## src/rtl/io_write_predication_multi.sv

```systemverilog
// I/O write predication for the multithreaded barrel datapath.
//
// Each instruction carries DEST_COUNT write destinations. Destinations that fall in the
// memory-mapped I/O port window report the EmptyFull status of their port one stage later.
// In the commit cycle, the global IO_ready annuls every I/O write enable and every port
// strobe. A saturating per-thread counter tracks consecutive annulled I/O writes so that
// threads starved by a full port can be flagged.
//
// Ports:
//   clock            system clock, rising edge
//   reset            synchronous active-high reset of all pipeline state and counters
//   enable           instruction valid and writing (stage 1)
//   addr             DEST_COUNT packed destination addresses, dest d at [d*ADDR_WIDTH +: ADDR_WIDTH]
//   thread_id        issuing thread (stage 1)
//   EmptyFull        per-port status, 1 = full (stage 1)
//   IO_ready         global ready, consumed in the commit cycle
//   EmptyFull_masked per-dest not-ready bit, registered (stage 2)
//   addr_is_IO       per-dest I/O write enable after annulment (commit)
//   port_wren        decoded per-port write strobes (commit)
//   annul_count      pre-update annul counter of the committing thread
//   starved          annul_count >= STARVE_LIMIT
module io_write_predication_multi #(
  parameter int unsigned ADDR_WIDTH      = 10,
  parameter int unsigned DEST_COUNT      = 2,
  parameter int unsigned PORT_COUNT      = 8,
  parameter int unsigned PORT_BASE_ADDR  = 1016,
  parameter int unsigned PORT_ADDR_WIDTH = 3,
  parameter int unsigned ALIGN_STAGES    = 1,
  parameter int unsigned THREAD_COUNT    = 8,
  parameter int unsigned THREAD_ID_WIDTH = 3,
  parameter int unsigned CNT_WIDTH       = 4,
  parameter int unsigned STARVE_LIMIT    = 8
) (
  input  logic                             clock,
  input  logic                             reset,
  input  logic                             enable,
  input  logic [DEST_COUNT*ADDR_WIDTH-1:0] addr,
  input  logic [THREAD_ID_WIDTH-1:0]       thread_id,
  input  logic [PORT_COUNT-1:0]            EmptyFull,
  input  logic                             IO_ready,
  output logic [DEST_COUNT-1:0]            EmptyFull_masked,
  output logic [DEST_COUNT-1:0]            addr_is_IO,
  output logic [PORT_COUNT-1:0]            port_wren,
  output logic [CNT_WIDTH-1:0]             annul_count,
  output logic                             starved
);

  // Stage 2 plus the alignment registers.
  localparam int unsigned Depth = ALIGN_STAGES + 1;
  // Window bounds held in 64 bits: base + count may not fit in ADDR_WIDTH.
  localparam logic [63:0] WinLo = 64'(PORT_BASE_ADDR);
  localparam logic [63:0] WinHi = 64'(PORT_BASE_ADDR) + 64'(PORT_COUNT);
  localparam logic [CNT_WIDTH-1:0] CntMax = {CNT_WIDTH{1'b1}};

  typedef logic [DEST_COUNT-1:0][PORT_ADDR_WIDTH-1:0] idx_vec_t;

  // Stage 1 decode.
  logic [DEST_COUNT-1:0] is_io_d;
  idx_vec_t              idx_d;

  always_comb begin
    is_io_d = '0;
    idx_d   = '0;
    for (int d = 0; d < DEST_COUNT; d++) begin
      is_io_d[d] = enable &&
                   (64'(addr[d*ADDR_WIDTH +: ADDR_WIDTH]) >= WinLo) &&
                   (64'(addr[d*ADDR_WIDTH +: ADDR_WIDTH]) <  WinHi);
      idx_d[d]   = addr[d*ADDR_WIDTH +: PORT_ADDR_WIDTH];
    end
  end

  logic [DEST_COUNT-1:0]      s1_is_io_q;
  idx_vec_t                   s1_idx_q;
  logic [PORT_COUNT-1:0]      s1_ef_q;
  logic [THREAD_ID_WIDTH-1:0] s1_tid_q;

  // Index 0 is stage 2; index Depth-1 is the commit cycle.
  logic [DEST_COUNT-1:0]      is_io_pipe_q [Depth];
  idx_vec_t                   idx_pipe_q   [Depth];
  logic [THREAD_ID_WIDTH-1:0] tid_pipe_q   [Depth];

  logic [DEST_COUNT-1:0] efm_d, efm_q;
  logic [CNT_WIDTH-1:0]  cnt_d [THREAD_COUNT];
  logic [CNT_WIDTH-1:0]  cnt_q [THREAD_COUNT];

  // Stage 2: a destination only blocks when it targets the window and its port is full.
  always_comb begin
    efm_d = '0;
    for (int d = 0; d < DEST_COUNT; d++) begin
      efm_d[d] = s1_is_io_q[d] ? s1_ef_q[s1_idx_q[d]] : 1'b0;
    end
  end

  // Commit cycle.
  logic [DEST_COUNT-1:0]      is_io_c;
  idx_vec_t                   idx_c;
  logic [THREAD_ID_WIDTH-1:0] tid_c;
  logic                       io_wr;

  assign is_io_c = is_io_pipe_q[Depth-1];
  assign idx_c   = idx_pipe_q[Depth-1];
  assign tid_c   = tid_pipe_q[Depth-1];
  assign io_wr   = |is_io_c;

  always_comb begin
    addr_is_IO = is_io_c & {DEST_COUNT{IO_ready}};
    port_wren  = '0;
    // Destinations aliasing the same port collapse into one strobe.
    for (int p = 0; p < PORT_COUNT; p++) begin
      for (int d = 0; d < DEST_COUNT; d++) begin
        if (addr_is_IO[d] && (idx_c[d] == PORT_ADDR_WIDTH'(p))) begin
          port_wren[p] = 1'b1;
        end
      end
    end
  end

  always_comb begin
    annul_count = cnt_q[tid_c];
    starved     = (32'(cnt_q[tid_c]) >= STARVE_LIMIT);
    cnt_d       = cnt_q;
    if (io_wr) begin
      if (IO_ready) begin
        cnt_d[tid_c] = '0;
      end else if (cnt_q[tid_c] != CntMax) begin
        cnt_d[tid_c] = cnt_q[tid_c] + 1'b1;
      end
    end
  end

  always_ff @(posedge clock) begin
    if (reset) begin
      s1_is_io_q <= '0;
      s1_idx_q   <= '0;
      s1_ef_q    <= '0;
      s1_tid_q   <= '0;
      efm_q      <= '0;
      for (int i = 0; i < Depth; i++) begin
        is_io_pipe_q[i] <= '0;
        idx_pipe_q[i]   <= '0;
        tid_pipe_q[i]   <= '0;
      end
      for (int k = 0; k < THREAD_COUNT; k++) begin
        cnt_q[k] <= '0;
      end
    end else begin
      s1_is_io_q      <= is_io_d;
      s1_idx_q        <= idx_d;
      s1_ef_q         <= EmptyFull;
      s1_tid_q        <= thread_id;
      efm_q           <= efm_d;
      is_io_pipe_q[0] <= s1_is_io_q;
      idx_pipe_q[0]   <= s1_idx_q;
      tid_pipe_q[0]   <= s1_tid_q;
      for (int i = 1; i < Depth; i++) begin
        is_io_pipe_q[i] <= is_io_pipe_q[i-1];
        idx_pipe_q[i]   <= idx_pipe_q[i-1];
        tid_pipe_q[i]   <= tid_pipe_q[i-1];
      end
      cnt_q <= cnt_d;
    end
  end

  assign EmptyFull_masked = efm_q;

endmodule

```

## config.mk

```make
export PLATFORM = sky130hd
export DESIGN_NAME = io_write_predication_multi
export DESIGN_NICKNAME = d
export VERILOG_FILES = /design/src/rtl/io_write_predication_multi.sv
export SDC_FILE = /design/constraint.sdc
export NUM_CORES = 1
export LEC_CHECK = 0
export ABC_AREA = 0
export CELL_PAD_IN_SITES_DETAIL_PLACEMENT = 1
export CELL_PAD_IN_SITES_GLOBAL_PLACEMENT = 1
export CORE_ASPECT_RATIO = 0.7
export CORE_MARGIN = 2
export CORE_UTILIZATION = 41
export DETAILED_ROUTE_END_ITERATION = 10
export GPL_ROUTABILITY_DRIVEN = 0
export PLACE_DENSITY = 0.81
export SYNTH_ARGS = -nofsm -noshare
export SYNTH_HDL_FRONTEND = slang
export SYNTH_SLANG_ARGS = --single-unit
```

## constraint.sdc

```tcl
create_clock -name clock -period 3 [get_ports clock]
set_input_delay 0.3 -clock clock [delete_from_list [all_inputs] [get_ports clock]]
set_output_delay 0.3 -clock clock [all_outputs]
set_load 0.005 [all_outputs]
```

==> impl_metrics.py <==
metrics = {
    "placement": {
        "port_buffers": 51,
        "dp_hpwl_microns": 5670,
    },
    "critical_path": {
        "r2r_setup_slack_ns": 0.13,
        "crit_fanout": 8,
        "startpoint_type": "flip-flop",
        "cp-end-kind": "flip-flop",
        "cp.required_ns": 3.28,
        "critPathArrivalTime_ns": 3.15,
        "worstSetupPathType": "flip-flop to flip-flop",
    },
    "status": {
        "status": "finished, final reports clean",
    },
    "logic_synthesis": {
        "avgSynthCellArea_sq_um": 10.3,
        "ys_types": 40,
        "ys_warn_count": 0,
        "synth.yosys.seq_area_share_pct": 49.2,
        "synth_area_sq_mm": 0.00305,
        "synthCells": 295,
        "ys.flop_type": "dfxtp_1",
        "syn_nets": 332,
        "synth_edf_count": 0,
        "ys_seq_elements": 75,
        "synthArstFlopShare_pct": 0,
    },
    "clock_tree": {
        "cts_made_buffers": 9,
        "cts.sinks": 75,
        "cts_tree": "done",
        "insertion_delay_ns": 0.36,
        "path_clk_slew_ns": 0.08,
        "cts-root-buf": "clkbuf_8",
        "clockBufferDepth": 2,
        "htreeDepth": 3,
        "postCtsHoldBufs": 0,
    },
    "power_and_ir_drop": {
        "internal-power_uw": 1550,
        "vdd_drop_max_mv": 0.195,
        "power_density_mw_per_mm2": 508,
        "comb_power_share_pct": 6.2,
        "pwr-share-seq_pct": 51.5,
        "p_clk_share_pct": 42.3,
        "leakage_uw": 0.00153,
        "p_switching_uw": 444,
        "p_sw_share_pct": 22.2,
    },
    "cells_and_area": {
        "syn_to_final_growth_pct": 28.7,
        "fin_nets": 390,
        "drive_above_1_share_pct": 11.7,
        "n_antenna_cell": 0,
        "n_fill_cell": 811,
    },
    "grt": {
        "grt_max_degree": 43,
        "antenna_found_initial": 0,
        "gr-total-overflow": 0,
        "grt_util_all_layers_pct": 20.5,
        "grt_pass1_vias": 2559,
        "grt_first_pass_wirelength_microns": 12900,
    },
    "sta": {
        "period_share_pct": 95.7,
        "worstMarginPinSlew_ns": 0.502,
        "period_needed_ns": 2.87,
        "fin_tns_setup_ns": 0,
        "rsz0062_at_grt": "false",
        "slew_headroom_pct": 66.2,
        "max_clock_freq_mhz": 348,
        "hold_violations": 0,
        "hold_ws_ns": 0.439,
        "finalMaxSlewViolations": 0,
        "skew_ns": 0.00987,
        "finalSetupViolCount": 0,
    },
    "floorplan": {
        "dieWidth_microns": 107,
        "initial_core_util_pct": 42.1,
        "core_area_sq_mm": 0.00725,
        "die_y_microns": 76.2,
        "num_io_pins": 52,
        "dieArea_sq_mm": 0.00816,
        "rows": 26,
    },
    "routing": {
        "drtAntennaViolNets": 0,
        "drc": 0,
        "wl_per_cell_microns": 17.2,
        "first_iter_violations": 173,
        "drt_wl_total_microns": 7820,
        "drtPass1Iterations": 4,
        "via_count": 2386,
        "vias_per_cell": 5.23,
    },
    "run": {
        "maxCapViolations": 0,
    },
    "worst_hold_path": {
        "hold_class": "flip-flop to flip-flop",
    },
}
==> synth_stat cells, types with 2 or more instances <==
library cell,instances,area share [%]
o22a_1,4,1.1
nor3_1,2,0.33
nor2_1,8,0.98
a21oi_1,7,1.1
or2_2,2,0.41
and2_1,6,1.2
nand2b_1,8,1.6
buf_2,2,0.33
a21o_1,2,0.49
o22ai_1,6,1.2
a22oi_1,7,1.7
dfxtp_1,75,49
nor2b_1,50,10
nand3b_1,3,0.74
mux2i_1,24,7.9
nor4_1,2,0.41
a32o_1,6,2.0
mux4_2,6,4.4
ha_1,2,0.82
inv_1,5,0.61
o32ai_1,2,0.57
clkbuf_1,9,1.1
mux2_2,3,1.1
nand4_1,3,0.61
nand2_1,31,3.8
o221a_2,2,0.74
o21ai_0,2,0.33
nand3_1,4,0.66
==> placed cells by master, fill, tap and decap left out, drive strengths merged, types with 4 or more instances in the layout <==
master,instances
inv,5
mux4,6
and2,6
buf,8
nand3,4
nand2,31
clkdlybuf4s50,51
nand2b,8
o22a,4
a32o,6
o22ai,6
a22oi,7
mux2i,25
a21oi,7
nor2,8
clkbuf,9
nor2b,50
dfxtp,75
mux2,4
==> worst max-delay path, stage by stage (launching register included) <==
cell and delay [ns]:
dfxtp_1 0.40, mux2_4 0.32, a221o_1 0.35, a222oi_1 0.37, inv_1 0.15, ha_1 0.30, nand3b_1 0.19, a21oi_1 0.28
buf_4 0.21, a22oi_1 0.08, a21oi_1 0.15
==> per-layer routing <==
metal / share of wire [%] / routed length (microns) / up-vias / global-route usage (%)
li1: - / - / 1157 / -
met1: 48 / 3760 / 1162 / 27.7
met2: 46 / 3590 / 59 / 31.6
met3: 4.7 / 365 / 8 / 5.82
met4: 1.3 / 99 / 0 / 7.14
met5: 0 / 0 / - / 0
==> registers in the layout, summed over array words and instances, names as in the netlist <==
register	count
EmptyFull_masked	2
cnt_q	32
idx_pipe_q	12
is_io_pipe_q	4
s1_ef_q	8
s1_idx_q	6
s1_is_io_q	2
s1_tid_q	3
tid_pipe_q	6
==> path summary, 6_finish.rpt <==
path	from	endpoint	depth (start not counted)
worst max-delay path	tid_pipe_q[0][3]	cnt_q[30]	10
worst min-delay path	s1_tid_q[2]	tid_pipe_q[0][2]	1
worst max register to register	tid_pipe_q[0][3]	cnt_q[30]	10
worst min register to register	s1_tid_q[2]	tid_pipe_q[0][2]	1
==> cells by family after synthesis <==
kind of cell | Yosys count | synth area share [%]
adder cells (fa/ha/maj) | 2 | 0.820
AND/OR/NAND/NOR | 121 | 21.6
buffers and inverters | 17 | 2.42
flip-flops | 75 | 49.2
multiplexers | 35 | 14.3
AO/OA/AOI/OAI | 45 | 11.7
==> power by group through the flow <==
stage / Combinational [uW] / Clock [uW] / Sequential [uW]
detailed placement: 122 / 0 / 1050
global placement: 118 / 0 / 1050
CTS: 124 / 858 / 1030
floorplan: 58.8 / 0 / 1050
finish: 124 / 844 / 1030
global route: 134 / 903 / 1030
==> layout make-up <==
cell class,instances,area [sq um],area share (%)
timing repair buffer,59,571,14.5
inverter,5,18.8,0.478
tap,98,123,3.12
clock inverter,7,92.6,2.36
multi-input combinational,203,1500,38.1
clock buffer,9,124,3.15
sequential,75,1500,38.2
==> stage by stage <==
| stage | setup WS, ns | cells | power (uW) | instance area (sq um) | util, % |
|---|---|---|---|---|---|
| floorplan | 0.251 | 295 | 1100 | 3050 | - |
| global placement | 0.107 | 439 | 1170 | 3680 | 50.8 |
| detailed placement | 0.0152 | 439 | 1170 | 3680 | 50.8 |
| CTS | 0.0896 | 455 | 2010 | 3910 | 53.9 |
| global route | 0.0165 | 456 | 2070 | 3930 | 54.2 |
| finish | 0.129 | 456 | 2000 | 3930 | 54.2 |
==> what timing repair did <==
| item | in CTS | in global routing |
|---|---|---|
| hold endpoints to repair | 0 | 0 |
| setup buffers | 0 | 1 |
| resized for setup | 1 | 2 |
| endpoints found under the setup margin | 1 | 16 |
| pin swaps | 0 | 1 |
Power figures use the tool's default switching activity.
